<file path="config.mk">
export PLATFORM = sky130hd
export DESIGN_NAME = restoring_divider
export DESIGN_NICKNAME = d
export VERILOG_FILES = /design/src/rtl/restoring_divider.sv
export SDC_FILE = /design/constraint.sdc
export NUM_CORES = 1
export LEC_CHECK = 0
export CORE_UTILIZATION = 34
export CTS_BUF_LIST = sky130_fd_sc_hd__clkbuf_4
export CTS_CLUSTER_DIAMETER = 40
export DETAILED_ROUTE_END_ITERATION = 10
export PLACE_DENSITY = 0.52
export SKIP_LAST_GASP = 1
export SLEW_MARGIN = 30
export SYNTH_ARGS = -nofsm -noshare
export SYNTH_HDL_FRONTEND = slang
export SYNTH_SLANG_ARGS = --single-unit
</file>
<file path="constraint.sdc">
create_clock -name clk -period 2.5 [get_ports clk]
set_clock_uncertainty 0.05 [all_clocks]
set_input_delay 0.5 -clock clk [delete_from_list [all_inputs] [get_ports clk]]
set_output_delay 0.5 -clock clk [all_outputs]
set_load 0.01 [all_outputs]
</file>
<file path="src/rtl/restoring_divider.sv">
// Sequential restoring divider: {dividend2,dividend1} / divisor over DWIDTH cycles.
// Divide-by-zero and quotient overflow finish in a single cycle with saturated results.
module restoring_divider #(
  parameter int DWIDTH = 8
) (
  input  logic              clk,
  input  logic              rst,
  input  logic              start,
  input  logic [DWIDTH-1:0] dividend1,
  input  logic [DWIDTH-1:0] dividend2,
  input  logic [DWIDTH-1:0] divisor,
  output logic [DWIDTH-1:0] quotient,
  output logic [DWIDTH-1:0] remainder,
  output logic              busy,
  output logic              done,
  output logic              div_by_zero,
  output logic              overflow
);

  localparam int CW = (DWIDTH > 1) ? $clog2(DWIDTH) : 1;

  typedef enum logic [1:0] {IDLE, RUN, DONE} state_t;

  state_t state_reg, state_next;

  logic [CW-1:0]     count_reg;
  logic [DWIDTH-1:0] r_reg;
  logic [DWIDTH-1:0] q_reg;
  logic [DWIDTH-1:0] divisor_reg;

  logic              accept;
  logic              zero_div;
  logic              too_big;
  logic              last_iter;
  logic [DWIDTH:0]   trial;
  logic              fits;
  logic [DWIDTH-1:0] r_new;
  logic [DWIDTH-1:0] q_new;

  // The partial remainder stays below the divisor after every step, so only
  // the trial value needs the extra bit; the stored remainder is DWIDTH wide.
  always_comb begin
    accept    = start && (state_reg != RUN);
    zero_div  = (divisor == '0);
    too_big   = !zero_div && (dividend2 >= divisor);
    last_iter = (count_reg == CW'(DWIDTH - 1));
    trial     = {r_reg, q_reg[DWIDTH-1]};
    fits      = (trial >= {1'b0, divisor_reg});
    r_new     = fits ? DWIDTH'(trial - {1'b0, divisor_reg}) : trial[DWIDTH-1:0];
    q_new     = DWIDTH'({q_reg, fits});
  end

  always_comb begin
    state_next = state_reg;
    case (state_reg)
      IDLE, DONE: begin
        if (start) state_next = (zero_div || too_big) ? DONE : RUN;
        else       state_next = IDLE;
      end
      RUN: begin
        if (last_iter) state_next = DONE;
      end
      default: state_next = IDLE;
    endcase
  end

  assign busy = (state_reg == RUN);
  assign done = (state_reg == DONE);

  always_ff @(posedge clk or posedge rst) begin
    if (rst) begin
      state_reg   <= IDLE;
      count_reg   <= '0;
      r_reg       <= '0;
      q_reg       <= '0;
      divisor_reg <= '0;
      quotient    <= '0;
      remainder   <= '0;
      div_by_zero <= 1'b0;
      overflow    <= 1'b0;
    end else begin
      state_reg <= state_next;
      if (accept) begin
        div_by_zero <= zero_div;
        overflow    <= too_big;
        count_reg   <= '0;
        if (zero_div || too_big) begin
          quotient  <= '1;
          remainder <= dividend2;
        end else begin
          r_reg       <= dividend2;
          q_reg       <= dividend1;
          divisor_reg <= divisor;
        end
      end else if (state_reg == RUN) begin
        r_reg     <= r_new;
        q_reg     <= q_new;
        count_reg <= count_reg + 1'b1;
        if (last_iter) begin
          quotient  <= q_new;
          remainder <= r_new;
        end
      end
    end
  end

endmodule

</file>
[Word level (Yosys, flattened, before mapping)]
Cells that the tools add are included.
Storage, ports and cells
  flip-flop bits (word level): 47
  logic and storage cells: 54
  output and inout bits: 20
  input bits: 27
Cells by class
  magnitude comparators: 2
  add/subtract/negate cells: 2
  bitwise logic cells: 1
  reduce and logical (&&, ||, !) cells: 12
  equal/unequal tests: 7
  muxes and demuxes: 21
Operators with widths (number)
  $mux 8: 15
  $ge 9x8->1: 1
  $ge 8x8->1: 1
  $logic_not 8->1: 1
  $sub 8x8->8: 1
  $mux 2: 3
  $mux 3: 2
  $ne 2x1->1 const B: 3
  $pmux 2 s2: 1
  $reduce_and 2->1: 2
  $reduce_bool 2->1: 2
  $add 3x1->3 const B: 1
  $eq 3x3->1 const B: 1
  $reduce_and 3->1: 1
  $eq 2x1->1 const B: 1
  $eq 2x2->1 const B: 1
  $logic_and 1x1->1: 2
  $logic_not 2->1: 1
  $ne 2x2->1 const B: 1
  $reduce_or 2->1: 1
  $logic_not 1->1: 1
  $logic_or 1x1->1: 1
  $not 1->1: 1

[Longest topological paths before layout]
  depth after elaboration: 7
  mapped depth: 9
  depth with buffers taken out: 9

[Worst setup path after synthesis]
OpenSTA, ideal clock, no wires.
  kind: in2reg
  start point: input divisor[7]
  end point: register remainder[7]
  arrival time: 1.999 ns
  setup time: 0.125 ns
  cell stages on the path: 8
  setup slack: 0.326 ns
  data required time: 2.325 ns
  path through: inv_1 ha_1 and3_1 nand3_1 o21ai_2 nor2_4 a21oi_4 mux2_2
Between the ends
  cells in the longest elaborated chain, start to end: 6
  elaborated cells on any way between the ends: 7
  those cells by class: order compare: 1; eq/ne: 1; reduce/logical: 5
Ends and longest elaborated chain
  from (decl): RTL line 11  | input logic [DWIDTH-1:0] divisor,
  parallel branches: the longest is 3 deep, another holds $ge 8x8->1
  $logic_or 1x1->1 *: RTL line 87  | if (zero_div || too_big) begin
  $ne 2x1->1 (no line) *
  $reduce_and 3->1 (no line) *
  to (signal assigned): RTL line 89  | remainder <= dividend2;
  to (signal assigned): RTL line 101  | remainder <= r_new;
  to (decl): RTL line 13  | output logic [DWIDTH-1:0] remainder,
Mark *: on every way between the ends.
A chain may end at the register's enable or synchronous reset.

[Final worst setup path]
Ends and elaborated chain as after synthesis.

==> flow_metrics.tcl <==
set metrics [dict create \
    detail_route.drc_violations 0 \
    clk_slew_on_worst_s_h_paths_ns 0.13 \
    row_count 32 \
    first_iter_violations 126 \
    tns_ns 0 \
    core_region_area_um2 7730 \
    post_synth.cell_area_avg_um2 9.45 \
    vias_per_instance 4.98 \
    postSynthCellCount 286 \
    critical_path.cell_chain "clkdlybuf4s50_1, inv_1, ha_1, and3_1, nand3_1, o21ai_2, nor2_4, a21oi_4, mux2_2" \
    layout-drive-gt1-share_pct 17.6 \
    startpoint "divisor[7]" \
    detail-route-antenna-nets 0 \
    die-area_um2 8310 \
    cts.hold.buffers_added 0 \
    synth_seq_cells 47 \
    relSlewSlack_pct 65.7 \
    maximum_clock_frequency_ghz 0.417 \
    clockBufferDepth 2 \
    cts.htree.levels 2 \
    largest_net_degree_at_the_start_of_global_routing 27 \
    cts_made_buffers 5 \
    aggregate_global_route_resource_usage_pct 17.8 \
    power.total_w 0.00476 \
    crit_path_max_fanout 5 \
    setup.worst_path.end_class "flop" \
    rsz0062_at_grt "true" \
    worst_skew_pair.late_latency_ns 0.36 \
    maxCapViolCount 0 \
    first_global_vias 2304 \
    count_of_buffers_from_port_buffering 46 \
    timing.rr.start "r_reg[3]" \
    timing.critical_path.slowest_cell_delay_ns 0.48 \
    finalSetupViolCount 0 \
    ys_async_sr_fraction_pct 100 \
    ys_types 54 \
    routedWlPerCell_um 14.8 \
    mappedNetlistArea_um2 2700 \
    pwr_density_cell_nw_per_um2 1310 \
    worst_pin_slew_ns 0.513 \
    place_congestion 0.811 \
    synth.net_count 332 \
    finalNonFillerCells 466 \
    initial_utilization_pct 35.0 \
    finalCriticalPeriod_ns 2.40 \
    routed_wl_mm 6.91 \
    ir_worst_vdd_mv 0.485 \
    total_switching_power_w 0.00206 \
    grt_antenna_before_repair 0 \
    static-leakage-power_nw 1.60 \
    place.detailed.instances 459 \
    syn_to_final_growth_pct 34.2 \
    tritoncts "built" \
    power.share.combinational_pct 62.6 \
    internal-power_w 0.00270 \
    fin_nets 410 \
    gr-total-overflow 0 \
    synth_edf_count 0 \
    crit_type "primary input to flop" \
    required_time_of_the_critical_path_ns 2.70 \
    top_level_ports 47 \
    hold_class "primary input to async pin" \
    dpl.hpwl_mm 5.34 \
    grt_first_pass_wirelength_mm 11.6 \
    clockRootBuffer "clkbuf_4" \
    detail_route.first_pass.iterations 5 \
    p_sw_share_pct 43.3 \
    cp-start-kind "primary input" \
    detailroute.via_count 2319 \
    final_cycle_utilization_of_the_critical_path_pct 95.9 \
    ys_seq_area_share_pct 43.5 \
    yosysWarningCount 0 \
    fp.dieW_um 91.2 \
    synth_flop_cell "dfrtp_1" \
    share_seq_of_total_power_pct 27.7 \
    report.final.slew_viol_count 0 \
    hold_violations 0 \
    cpMaxStageDelayCell "clkdlybuf4s50_1" \
    die_h_um 91.2 \
    whs_ns 0.422 \
    worstPathArrival_ns 2.60 \
    clkPwrFrac_pct 9.7 \
    antenna_cells 0 \
    cts_sinks 47 \
    result_of_the_run "completed" \
]
-- per-stage QoR --
| stage | worst slack, ns | area (µm²) | util [%] |
|---|---|---|---|
| after floorplan | 0.326 | 2700 | - |
| after global placement | -0.219 | 3530 | 45.7 |
| after detailed placement | -0.297 | 3530 | 45.7 |
| after CTS | 0.0447 | 3600 | 46.6 |
| after global routing | -0.0150 | 3630 | 46.9 |
| final | 0.103 | 3630 | 46.9 |
-- cells by family (layout without fill, tap and decap cells) --
kind of cell | after synthesis | after routing | synth area share [%]
xor+xnor | 3 | 3 | 0.972
compound gates | 88 | 88 | 23.6
fa+ha+maj | 19 | 19 | 9.07
flops | 47 | 47 | 43.5
buf+inv | 30 | 108 | 4.67
simple gates | 94 | 94 | 16.1
mux | 5 | 5 | 2.08
-- layer usage --
metal  wire, µm  track usage [%]  part of all wire [%]  vias to the layer above
li1           -                -                     -                     1175
met1       3570             25.6                    52                     1087
met2       3070             28.1                    44                       50
met3        206             2.85                   3.0                        7
met4         65             3.97                  0.94                        0
met5          0                0                     0                        -
-- cell usage in the layout, fill, tap and decap left out, types with 4 or more instances in the layout --
cell type	instances
o21ai_0	16
clkbuf_4	6
clkdlybuf4s50_1	46
buf_4	33
a31oi_1	10
o22a_1	8
o2bb2ai_1	6
mux2_2	4
nand2b_1	6
nand2_1	43
nor2_1	25
a21oi_1	10
ha_1	18
dfrtp_1	47
a211oi_1	7
inv_1	18
o31ai_1	5
-- worst max-delay path: cells and delay by family --
kind | cells | cell delay, ns
mux | 1 | 0.37
simple gates | 3 | 0.38
compound gates | 2 | 0.53
buf+inv | 2 | 0.53
fa+ha+maj | 1 | 0.28
-- area by class of cell --
type / instances / area [µm²]
clock inverters: 1 / 30.0
fillers: 733 / 4100
repair buffers: 81 / 748
flip-flops and latches: 47 / 1180
well taps: 102 / 128
multi-input cells: 209 / 1430
inverters: 20 / 75.1
clock buffers: 6 / 45.0
-- worst paths after layout --
check | endpoint | slack [ns] | depth (start not counted)
min | count_reg[0] | 0.42 | 2
max | remainder[7] | 0.10 | 9
min reg2reg | remainder[3] | 0.44 | 2
min in group clk | remainder[3] | 0.44 | 2
max reg2reg | remainder[4] | 0.14 | 7
max in group asynchronous | remainder[7] | 1.46 | 3
-- synthesized netlist by cell type (2+ instances only) --
library cell | count | area (µm²)
ha_1 | 18 | 225
a31oi_1 | 10 | 62.6
o22a_1 | 8 | 70.1
buf_4 | 2 | 15.0
nand2b_1 | 6 | 37.5
o21a_1 | 3 | 22.5
o2bb2ai_1 | 6 | 52.6
o31ai_1 | 5 | 37.5
buf_2 | 4 | 20.0
nor2b_1 | 3 | 18.8
nand3_1 | 3 | 15.0
dfrtp_1 | 47 | 1180
mux2_2 | 4 | 45.0
a21oi_2 | 2 | 17.5
o21ai_0 | 16 | 80.1
clkbuf_1 | 3 | 11.3
a21oi_1 | 10 | 50.1
a211oi_1 | 7 | 52.6
a21o_1 | 3 | 22.5
inv_1 | 20 | 75.1
o21ai_1 | 2 | 10.0
nand3b_1 | 2 | 15.0
nor4_1 | 2 | 12.5
nor2_1 | 25 | 93.8
xnor2_1 | 2 | 17.5
o211ai_1 | 2 | 15.0
nand2_1 | 43 | 161
o21ai_2 | 2 | 17.5
-- power by group through the flow --
stage	registers [W]	clock network (W)	logic, W
detailed placement	0.00133	0	0.00291
CTS	0.00132	0.000472	0.00292
floorplan	0.00131	0	0.00189
global route	0.00136	0.000501	0.00334
global placement	0.00132	0	0.00288
finish	0.00132	0.000462	0.00298
-- timing repair --
item	4_1_cts	5_1_grt
buffers inserted	0	0
resized for setup	0	4
endpoints found under the setup margin	0	11
(Power assumes the default switching activity.)
